### src/rtl/mcdt_wrr_arbiter.sv
// Weighted round-robin arbiter: three FIFO channels share one registered data/valid/id stream.
// Optional build macro MCDT_ARB_PRIO_EN gives channel 0 strict priority at each arbitration point.
module mcdt_wrr_arbiter #(
    parameter int DW = 32,
    parameter int WW = 4
) (
    input  logic          clk_i,
    input  logic          rstn_i,
    input  logic [DW-1:0] slv0_data_i,
    input  logic [DW-1:0] slv1_data_i,
    input  logic [DW-1:0] slv2_data_i,
    input  logic          slv0_req_i,
    input  logic          slv1_req_i,
    input  logic          slv2_req_i,
    input  logic          slv0_val_i,
    input  logic          slv1_val_i,
    input  logic          slv2_val_i,
    input  logic [WW-1:0] ch0_wt_i,
    input  logic [WW-1:0] ch1_wt_i,
    input  logic [WW-1:0] ch2_wt_i,
    output logic          a2s0_ack_o,
    output logic          a2s1_ack_o,
    output logic          a2s2_ack_o,
    output logic          data_val_o,
    output logic [1:0]    arb_id_o,
    output logic [DW-1:0] arb_data_o,
    output logic          busy_o
);

    typedef enum logic [0:0] {ST_IDLE = 1'b0, ST_BURST = 1'b1} state_t;

    state_t        state_r, state_nx_s;
    logic [1:0]    ptr_r, ptr_nx_s;
    logic [1:0]    gnt_r, gnt_nx_s;
    logic [WW-1:0] cnt_r, cnt_nx_s;
    logic [WW-1:0] wt_r, wt_nx_s;
    logic [2:0]    req_s, val_s, elig_s, ack_s;
    logic [2:0]    pick_s;
    logic          rearb_s;
    logic [DW-1:0] sel_data_s;
    logic [WW-1:0] pick_wt_s;
    logic          data_val_r;
    logic [1:0]    arb_id_r;
    logic [DW-1:0] arb_data_r;

    // Returns {found, index}: first eligible channel in order ptr, ptr+1, ptr+2 (mod 3).
    function automatic logic [2:0] arb_pick_fn(input logic [2:0] elig, input logic [1:0] ptr);
        logic [2:0] res;
        logic [2:0] sum;
        logic [1:0] idx;
        res = 3'b000;
        for (int k = 2; k >= 0; k--) begin
            sum = {1'b0, ptr} + 3'(k);
            idx = (sum >= 3'd3) ? 2'(sum - 3'd3) : sum[1:0];
            if (elig[idx]) res = {1'b1, idx};
            else           res = res;
        end
`ifdef MCDT_ARB_PRIO_EN
        if (elig[0]) res = 3'b100;
        else         res = res;
`endif
        return res;
    endfunction

    function automatic logic [1:0] ptr_after_fn(input logic [1:0] g);
        return (g == 2'd2) ? 2'd0 : 2'(g + 2'd1);
    endfunction

    assign req_s  = {slv2_req_i, slv1_req_i, slv0_req_i};
    assign val_s  = {slv2_val_i, slv1_val_i, slv0_val_i};
    assign elig_s = req_s & {(ch2_wt_i != {WW{1'b0}}), (ch1_wt_i != {WW{1'b0}}), (ch0_wt_i != {WW{1'b0}})};
    assign pick_s = arb_pick_fn(elig_s, ptr_r);

    // Per-channel selection of head word and weight for the granted / winning channel.
    always_comb begin
        sel_data_s = {DW{1'b0}};
        pick_wt_s  = {WW{1'b0}};
        case (gnt_r)
            2'd0:    sel_data_s = slv0_data_i;
            2'd1:    sel_data_s = slv1_data_i;
            2'd2:    sel_data_s = slv2_data_i;
            default: sel_data_s = {DW{1'b0}};
        endcase
        case (pick_s[1:0])
            2'd0:    pick_wt_s = ch0_wt_i;
            2'd1:    pick_wt_s = ch1_wt_i;
            2'd2:    pick_wt_s = ch2_wt_i;
            default: pick_wt_s = {WW{1'b0}};
        endcase
    end

    // Next-state, burst bookkeeping and combinational pop strobes.
    always_comb begin
        state_nx_s = state_r;
        ptr_nx_s   = ptr_r;
        gnt_nx_s   = gnt_r;
        cnt_nx_s   = cnt_r;
        wt_nx_s    = wt_r;
        ack_s      = 3'b000;
        rearb_s    = 1'b0;
        case (state_r)
            ST_IDLE: begin
                rearb_s = 1'b1;
            end
            ST_BURST: begin
                for (int i = 0; i < 3; i++) begin
                    ack_s[i] = (gnt_r == 2'(i)) & val_s[i];
                end
                if (|ack_s) begin
                    cnt_nx_s = cnt_r + WW'(1'b1);
                    rearb_s  = (cnt_r == wt_r - WW'(1'b1));
                end else begin
                    rearb_s  = ~req_s[gnt_r];
                end
            end
            default: begin
                state_nx_s = ST_IDLE;
            end
        endcase
        if (rearb_s && pick_s[2]) begin
            state_nx_s = ST_BURST;
            gnt_nx_s   = pick_s[1:0];
            wt_nx_s    = pick_wt_s;
            cnt_nx_s   = {WW{1'b0}};
`ifdef MCDT_ARB_PRIO_EN
            if (pick_s[1:0] != 2'd0) ptr_nx_s = ptr_after_fn(pick_s[1:0]);
            else                     ptr_nx_s = ptr_r;
`else
            ptr_nx_s   = ptr_after_fn(pick_s[1:0]);
`endif
        end else if (rearb_s) begin
            state_nx_s = ST_IDLE;
        end else begin
            state_nx_s = state_nx_s;
        end
    end

    // Arbiter state registers.
    always_ff @(posedge clk_i or negedge rstn_i) begin
        if (!rstn_i) begin
            state_r <= ST_IDLE;
            ptr_r   <= 2'd0;
            gnt_r   <= 2'd0;
            cnt_r   <= {WW{1'b0}};
            wt_r    <= {WW{1'b0}};
        end else begin
            state_r <= state_nx_s;
            ptr_r   <= ptr_nx_s;
            gnt_r   <= gnt_nx_s;
            cnt_r   <= cnt_nx_s;
            wt_r    <= wt_nx_s;
        end
    end

    // Output stage: capture the popped word; data/id hold when nothing is popped.
    always_ff @(posedge clk_i or negedge rstn_i) begin
        if (!rstn_i) begin
            data_val_r <= 1'b0;
            arb_id_r   <= 2'd0;
            arb_data_r <= {DW{1'b0}};
        end else begin
            data_val_r <= |ack_s;
            if (|ack_s) begin
                arb_id_r   <= gnt_r;
                arb_data_r <= sel_data_s;
            end else begin
                arb_id_r   <= arb_id_r;
                arb_data_r <= arb_data_r;
            end
        end
    end

    assign a2s0_ack_o = ack_s[0];
    assign a2s1_ack_o = ack_s[1];
    assign a2s2_ack_o = ack_s[2];
    assign data_val_o = data_val_r;
    assign arb_id_o   = arb_id_r;
    assign arb_data_o = arb_data_r;
    assign busy_o     = (state_r == ST_BURST);

endmodule

### config.mk
export PLATFORM = sky130hd
export DESIGN_NAME = mcdt_wrr_arbiter
export DESIGN_NICKNAME = d
export VERILOG_FILES = /design/src/rtl/mcdt_wrr_arbiter.sv
export SDC_FILE = /design/constraint.sdc
export NUM_CORES = 1
export LEC_CHECK = 0
export BUFFER_PORTS_ARGS = -buffer_cell sky130_fd_sc_hd__buf_2
export CORE_MARGIN = 10
export CORE_UTILIZATION = 35
export CTS_CLUSTER_SIZE = 8
export DETAILED_ROUTE_END_ITERATION = 10
export PLACE_DENSITY = 0.67
export SYNTH_ARGS = -nofsm -noshare
export SYNTH_HDL_FRONTEND = slang
export SYNTH_SLANG_ARGS = --single-unit
### constraint.sdc
create_clock -name clk_i -period 2.3 [get_ports clk_i]
set_input_delay 0.46 -clock clk_i [delete_from_list [all_inputs] [get_ports clk_i]]
set_output_delay 0.46 -clock clk_i [all_outputs]
set_load 0.01 [all_outputs]
* Word level (Yosys, flattened, before mapping) *
Cells that the tools add are included.

word-level totals
  register bits = 48

operators by class
  order comparisons = 7
  bitwise operators = 6
  mux-type cells = 25
  add/subtract/negate cells = 8
  equality and inequality tests = 5
  reductions and logical operators = 12

operators with widths
  kind                 count
  $pmux 32 s3          1
  $lt 2x3->1 const B   4
  $mux 3               4
  $mux 4               3
  $pmux 4 s3           1
  $reduce_bool 4->1    3
  $bmux 1 s2           4
  $mux 2               4
  $mux 1               7
  $ge 3x2->1 const B   2
  $reduce_bool 2->1    3
  $reduce_or 3->1      2
  $sub 2x2->2 const B  3
  $add 4x1->4 const B  1
  $eq 2x1->1 const B   2
  $eq 2x2->1 const B   2
  $eq 4x4->1           1
  $logic_not 2->1      2
  $sub 4x1->4 const B  1
  $add 2x1->3 const B  1
  $add 2x2->3 const B  1
  $and 1x1->1          3
  $and 3x3->3          1
  $add 2x1->2 const B  1
  other kinds (5)      6

* Longest topological paths before layout *
Gate-level depths: netlist (run 1).

  depth after elaboration = 11
  gate-level depth with buffers = 9
  gate-level depth less buffers = 8

* Worst setup path before layout (run 1) *
No wires, ideal clock.

  kind = register to register
  start point = register ptr_r[0]
  end point = register wt_r[3]
  data arrival time = 2.160 ns
  library setup time = 0.125 ns
  setup slack = 0.015 ns
  clock period less this slack = 2.285 ns
  cell stages (with the launch flop) = 9
  path buffers = 0
  required time = 2.175 ns
  cells stage by stage = dfrtp_1 > inv_1 > ha_1 > and3b_1 > o22ai_1 > a21oi_4 > or2_2 > a221o_1 > mux2_2

between the ends
  word-level cells in the longest chain between the ends = 10
  elaborated cells between the ends (all ways) = 25
  classes of those cells = 5 x add/sub; 3 x order compare; 2 x eq/ne; 13 x mux; 2 x reduce/logical

ends and longest elaborated chain
  what                                              RTL line  text
  start: declaration                                33        logic [1:0] ptr_r, ptr_nx_s;
  start signal: assignment                          148       ptr_r <= ptr_nx_s;
  $add 2x2->3                                       53        sum = {1'b0, ptr} + 3'(k);
  $ge 3x2->1 / $sub 2x2->2 (equally long branches)  54        idx = (sum >= 3'd3) ? 2'(sum - 3'd3) : sum[1:0];
  $mux 2                                            54
  $bmux 1 s2                                        55        if (elig[idx]) res = {1'b1, idx};
  $mux 1 (implied by the code)                      55
  $mux 3 (2 in series)                              55
  $mux 3 *                                          55
  $eq 2x2->1, or another cell as far along          84        case (pick_s[1:0])
  $pmux 4 s3                                        84
  end signal: assignment                            145       wt_r <= {WW{1'b0}};
  end signal: assignment                            151       wt_r <= wt_nx_s;
  end: declaration                                  36        logic [WW-1:0] wt_r, wt_nx_s;

Every way passes the cells marked *; elsewhere a longest branch is shown, timed or not. The select of a mux whose other input is x is not followed.
A chain may end at the register's enable or synchronous reset.

* Worst setup path in the final report (run 1) *
Same ends and word-level chain as after synthesis.

==> impl_metrics.tcl, run 1 <==
set metrics [dict create \
    cts-root-buf "clkbuf_8" \
    cts_inserted_buffers 5 \
    drcViolationCount 0 \
    grt_pass1_vias 3101 \
    maxCapViolCount 0 \
    nFillCells 786 \
    path_class "flop to flop" \
    setup_violations 0 \
    path_clk_slew_ns 0.08 \
    synth_seq_area_share 0.4136 \
    hpwl_um 7374 \
    postRouteAntennaNets 0 \
    synth_top_area_cell "dfrtp_1" \
    r2r-end "wt_r[3]" \
    syn_area_per_cell_um2 8.991 \
    power_mw 4.864 \
    die_h_um 111.1 \
    wl_per_cell_um 15.40 \
    tritoncts "built" \
    gp_congestion 0.8283 \
    cts_num_sinks 48 \
    fmax_mhz 435.9 \
    rows 33 \
    wl_met2_um 4290 \
    p_leak_nw 2.054 \
    area_delta_synth_final_pct 41.10 \
    worst_slew_pin_slew_ns 0.6039 \
    period_minus_slack_ns 2.294 \
    report.final.slew_viol_count 0 \
    ctsHoldBuffers 0 \
    status "completed" \
    start_util 0.3570 \
    synthFlopType "dfrtp_1" \
    grt_max_degree 49 \
    r2r-start "ptr_r[0]" \
    dr_wl_met3_um 603 \
    drtIter0Drc 120 \
    synth_edf_count 0 \
    start_kind "flop" \
    layout-drive-gt1-share 0.4277 \
    grt_pass1_wl_um 15170 \
    maxUsedRoutingLayer "met4" \
    antenna_found_initial 0 \
    p_per_area_mw_per_mm2 1187 \
    dieArea_mm2 0.01234 \
    synthTopCellsByArea "dfrtp_1 41%, mux2i_1 12%, a21oi_1 5.9%, nand2_1 5.0%, o21ai_0 4.5%" \
    num_vias 2918 \
    hold_viol 0 \
    min_period_over_period 0.9975 \
    slew-limit-headroom 0.5974 \
    antennaDiodeCount 0 \
    core_mm2 0.008134 \
    worstPathRequired_ns 2.49 \
    fp.dieW_um 111.1 \
    synth_top_cell_area_share 0.4136 \
    yosysUniqueCellTypes 47 \
    ys_warn_count 0 \
    rsz0062_at_grt "yes" \
    wl_met1_um 4166 \
    groute.usage.overall 0.1447 \
    synth_area_mm2 0.002904 \
    fin_nets 611 \
    syn_inst 323 \
    async_flop_share 1.000 \
    syn_nets 444 \
    cts_buffer_depth 2 \
    io_buffers 154 \
    r2r_cells 9 \
    numPlacedInstances 586 \
    vias_per_cell 4.896 \
    worstHoldPathType "input pin to asynchronous set/reset pin" \
    overflow 0 \
    endpoint_kind "flop" \
    insertion_delay_ns 0.30 \
    ys_ff_latch 48 \
    reg2reg_slack_ns 0.006 \
    firstDrtPassIters 4 \
    cp.arrival_ns 2.48 \
    wirelength_um 9180 \
    skew_ns 0.004815 \
    htree_levels 2 \
    ir_worst_vdd_mv 0.5176 \
    io_pins 155 \
    stdcell_count 596 \
    critPathMaxFanout 5 \
]
-- cell usage after synthesis, types with 2 or more instances --
cell       n
a21o_1     2
a21oi_1   34
a221o_1    2
a221oi_1   2
and2_1     6
buf_1      5
buf_2      2
clkbuf_1  14
dfrtp_1   48
ha_1       5
inv_1      5
mux2_1     4
mux2_2     4
mux2i_1   35
nand2_1   39
nand2b_1   4
nor2_1    34
nor2b_1    3
o21a_1     2
o21ai_0   26
o21ai_1    9
o41a_1     3
o41ai_1    3
xnor2_1    9
-- metal layers --
metal / global-route usage / vias to the layer above
li1: - / 1473
met3: 0.04058 / 11
met1: 0.1784 / 1320
met4: 0.04199 / 0
met5: 0 / -
met2: 0.2398 / 114
-- logic make-up (layout without fill, tap and decap cells) --
| family | after synthesis | count (layout) | synth area share |
|---|---|---|---|
| multiplexers | 43 | 43 | 0.1517 |
| buffers and inverters | 27 | 195 | 0.03576 |
| AO/OA/AOI/OAI | 92 | 92 | 0.1913 |
| flip-flops | 48 | 48 | 0.4136 |
| XOR/XNOR | 9 | 9 | 0.02714 |
| AND/OR/NAND/NOR | 99 | 99 | 0.1590 |
| adder cells (fa/ha/maj) | 5 | 5 | 0.02154 |
-- final cells by class --
cell class	instances	area, µm²	share of cell area
Multi-Input combinational cell	248	1667	0.4067
Clock inverter	1	7.507	0.001832
Tap cell	105	131.4	0.03206
Inverter	6	22.52	0.005496
Sequential cell	48	1202	0.2934
Timing Repair Buffer	181	980.9	0.2394
Clock buffer	7	86.33	0.02107
-- state kept, by name (all words and copies together) (netlist names) --
register,cells
cnt_r,4
arb_id_o,2
busy_o,1
data_val_o,1
arb_data_o,32
wt_r,4
gnt_r,2
ptr_r,2
-- how the worst max path moves through the flow --
| stage | start | to | slack (ns) | cells after the start |
|---|---|---|---|---|
| final | ptr_r[0] | wt_r[3] | 0.006 | 9 |
| after global routing | ptr_r[0] | wt_r[3] | -0.1 | 9 |
| after CTS | ptr_r[0] | wt_r[3] | 0.01 | 9 |
| after detailed placement | ch0_wt_i[1] | wt_r[2] | -0.26 | 8 |
| after global placement | ch0_wt_i[1] | wt_r[2] | -0.19 | 8 |
| after floorplan | ptr_r[0] | wt_r[3] | 0.02 | 8 |
-- stage by stage --
step	cell area, µm²	worst slack [ns]	TNS [ns]	util	hold WS, ns
finish	4098	0.005816	0	0.5038	0.2505
global route	4098	-0.09795	-0.2125	0.5038	0.2903
CTS	4070	0.01078	0	0.5004	0.2636
detailed placement	3919	-0.2605	-2.663	0.4818	0.4651
global placement	3919	-0.1851	-1.717	0.4818	0.4565
floorplan	2904	0.01538	0	-	0.1644
-- report_power, final --
part	switching (mW)	internal, mW	total (mW)
logic	1.51	1.35	2.86
registers	0.238	1.24	1.48
clock network	0.277	0.245	0.521
-- placed cells by master, fill, tap and decap left out, types with 2 or more instances in the layout --
| cell | instances |
|---|---|
| buf_2 | 154 |
| dfrtp_1 | 47 |
| nand2_1 | 38 |
| mux2i_1 | 35 |
| nor2_1 | 34 |
| a21oi_1 | 34 |
| o21ai_0 | 26 |
| buf_4 | 25 |
| xnor2_1 | 9 |
| o21ai_1 | 9 |
| and2_1 | 6 |
| clkbuf_8 | 6 |
| mux2_1 | 4 |
| inv_2 | 3 |
| inv_1 | 3 |
| mux2_2 | 3 |
| o41a_1 | 3 |
| o41ai_1 | 3 |
| ha_1 | 3 |
| nor2b_1 | 2 |
| nand2b_1 | 2 |
| o21a_1 | 2 |
| a21o_1 | 2 |
| a221o_1 | 2 |
| buf_6 | 2 |
-- worst max-delay path: stages, from the launching register on --
cell	delay, ns
dfrtp_1	0.42
inv_2	0.07
ha_4	0.27
buf_6	0.10
nand2b_4	0.05
or4_4	0.43
a21oi_4	0.19
nor3_4	0.08
a221o_1	0.33
mux2_2	0.26
-- timing repair --
action | 4_1_cts | 5_1_grt
setup buffers | 2 | 0
endpoints found under the setup margin | 2 | 12
resized for setup | 9 | 5
gates cloned | 0 | 0
pin swaps | 1 | 0
No activity file was read; power rests on OpenSTA's default activity.
==> run 2, diff against run 1 <==
--- a/config.mk
+++ b/config.mk
@@ -6,6 +6,7 @@
 export NUM_CORES = 1
 export LEC_CHECK = 0
 export BUFFER_PORTS_ARGS = -buffer_cell sky130_fd_sc_hd__buf_2
+export CORE_ASPECT_RATIO = 1.4
 export CORE_MARGIN = 10
 export CORE_UTILIZATION = 35
 export CTS_CLUSTER_SIZE = 8
==> run 2 against run 1 <==
Effect of this change:
- power up 5.9%
- sequential share of layout area down 0.81 points
- critical path depth unchanged
- die area up 0.42%
- register-to-register slack worse by 0.03 ns
- clock power up 40%
- the flow now finishes with violations (negative setup slack)
- wire length up 1.5%
- clock skew up 0.00067 ns
==> impl_metrics.tcl, run 2 (synthesized netlist as in run 1, its figures left out) <==
set metrics [dict create \
    start_util 0.3564 \
    postRouteAntennaNets 0 \
    wirelength_um 9316 \
    dieArea_mm2 0.01239 \
    num_vias 2915 \
    critPathSlowestCell "dfrtp_2" \
    worstPathRequired_ns 2.46 \
    fin_nets 615 \
    layout_common_cells "154 x buf_2, 45 x dfrtp_1, 38 x nand2_1" \
    min_period_over_period 1.010 \
    area_delta_synth_final_pct 45.41 \
    report.final.slew_viol_count 0 \
    rows 39 \
    p_per_area_mw_per_mm2 1220 \
    grt_pass1_vias 3179 \
    drtIter0Drc 85 \
    insertion_delay_ns 0.28 \
    endpoint_kind "flop" \
    cts-root-buf "clkbuf_16" \
    firstDrtPassIters 6 \
    worst_slew_pin_slew_ns 0.5121 \
    critical_path_depth 9 \
    gp_congestion 0.8373 \
    vias_per_cell 4.883 \
    rsz0062_at_grt "yes" \
    violations "negative setup slack" \
    core_mm2 0.008149 \
    overflow 0 \
    io_pins 155 \
    die_h_um 127.8 \
    fmax_mhz 430.4 \
    cts_buffer_depth 2 \
    path_class "flop to flop" \
    setup_violations 1 \
    worstHoldPathType "input pin to asynchronous set/reset pin" \
    nFillCells 797 \
    wl_per_cell_um 15.60 \
    path_clk_slew_ns 0.06 \
    reg2reg_slack_ns -0.02 \
    ctsHoldBuffers 0 \
    postLayoutSetupSlackWorst_ns -0.02321 \
    io_buffers 154 \
    largest_reg_flops 32 \
    groute.usage.overall 0.1433 \
    cts_inserted_buffers 5 \
    utilization 0.5182 \
    finalInstanceArea_mm2 0.004223 \
    start_kind "flop" \
    cp-startpoint "ptr_r[0]" \
    fp.dieW_um 96.99 \
    tritoncts "built" \
    hpwl_um 7618 \
    grt_max_degree 42 \
    p_leak_nw 2.102 \
    drcViolationCount 0 \
    period_minus_slack_ns 2.323 \
    antennaDiodeCount 0 \
    mostFrequentLayoutCell "buf_2" \
    r2r-start "ptr_r[0]" \
    cts_num_sinks 48 \
    slew-limit-headroom 0.6586 \
    cp.arrival_ns 2.48 \
    cpPeakStageDelay_ns 0.44 \
    r2r_cells 9 \
    grt_pass1_wl_um 15110 \
    antenna_found_initial 0 \
    placed_area_mm2 0.003948 \
    worstSetupEndpoint "wt_r[3]" \
    hold_viol 0 \
    status "complete, but fails checks" \
    skew_ns 0.005488 \
    layout-drive-gt1-share 0.4384 \
    critPathMaxFanout 4 \
    cp_top_family "simple AND/OR/NAND/NOR gates" \
    path_cells "inv_2 > ha_4 > buf_6 > nand2b_4 > or4_4 > a21oi_4 > nor3_4 > a221o_1 > mux2_2" \
    r2r-end "wt_r[3]" \
    maxCapViolCount 0 \
    crit_buf_inv 2 \
    htree_levels 2 \
    ir_worst_vdd_mv 0.6074 \
]
## run 2: cell count changes in the layout (fill, tap and decap cells not counted), sizes merged
cell,before,now
buf,181,185
## run 2: worst reg2reg max path, delay by kind of cell (launching register included)
kind / cells / cell delay [ns]
flip-flops: 1 / 0.44
buffers and inverters: 2 / 0.16
AND/OR/NAND/NOR: 3 / 0.55
adder cells (fa/ha/maj): 1 / 0.27
AO/OA/AOI/OAI: 2 / 0.51
multiplexers: 1 / 0.27
## run 2: timing repair
action,in CTS,in global routing
resized for setup,16,3
pin swaps,4,3
endpoints found under the setup margin,4,12
buffers inserted,5,0
## run 2: area by class of cell
class / instances / area [µm²] / area share
clock buffer: 7 / 142.6 / 0.03378
clock inverter: 1 / 7.507 / 0.001778
inverter: 6 / 22.52 / 0.005333
multi-input combinational: 248 / 1678 / 0.3973
sequential: 48 / 1205 / 0.2853
tap: 102 / 127.6 / 0.03022
timing repair buffer: 185 / 1040 / 0.2462
## run 2: report_power, final
part	internal, mW	leakage (nW)	switching, mW	total (mW)
Combinational	1.42	1.44	1.53	2.95
Sequential	1.25	0.592	0.236	1.48
Clock	0.433	0.0701	0.294	0.727
## run 2: worst min path at each step
stage,from,to
floorplan,rstn_i,arb_data_o[0]
CTS,rstn_i,arb_data_o[28]
global route,rstn_i,arb_data_o[28]
finish,rstn_i,arb_data_o[28]
global placement,rstn_i,arb_data_o[24]
detailed placement,rstn_i,arb_data_o[28]
## run 2: routing by layer
metal / share of wire / GRT usage / vias up
met5: 0 / 0 / -
met4: 0.010 / 0.04178 / 0
met3: 0.061 / 0.03290 / 4
met2: 0.54 / 0.2591 / 102
met1: 0.39 / 0.1635 / 1331
li1: - / - / 1478
## run 2: per-stage QoR
| stage | setup TNS [ns] | hold WS, ns | setup WS, ns | power [mW] | cells |
|---|---|---|---|---|---|
| finish | -0.02321 | 0.1406 | -0.02321 | 5.153 | 597 |
| global route | -0.1995 | 0.1785 | -0.08765 | 5.632 | 597 |
| CTS | -0.04817 | 0.1593 | -0.02430 | 5.206 | 597 |
| detailed placement | -1.353 | 0.4652 | -0.1980 | 4.246 | 584 |
| global placement | -0.6964 | 0.4570 | -0.1462 | 4.155 | 584 |
| floorplan | 0 | 0.1644 | 0.01538 | 3.200 | 323 |
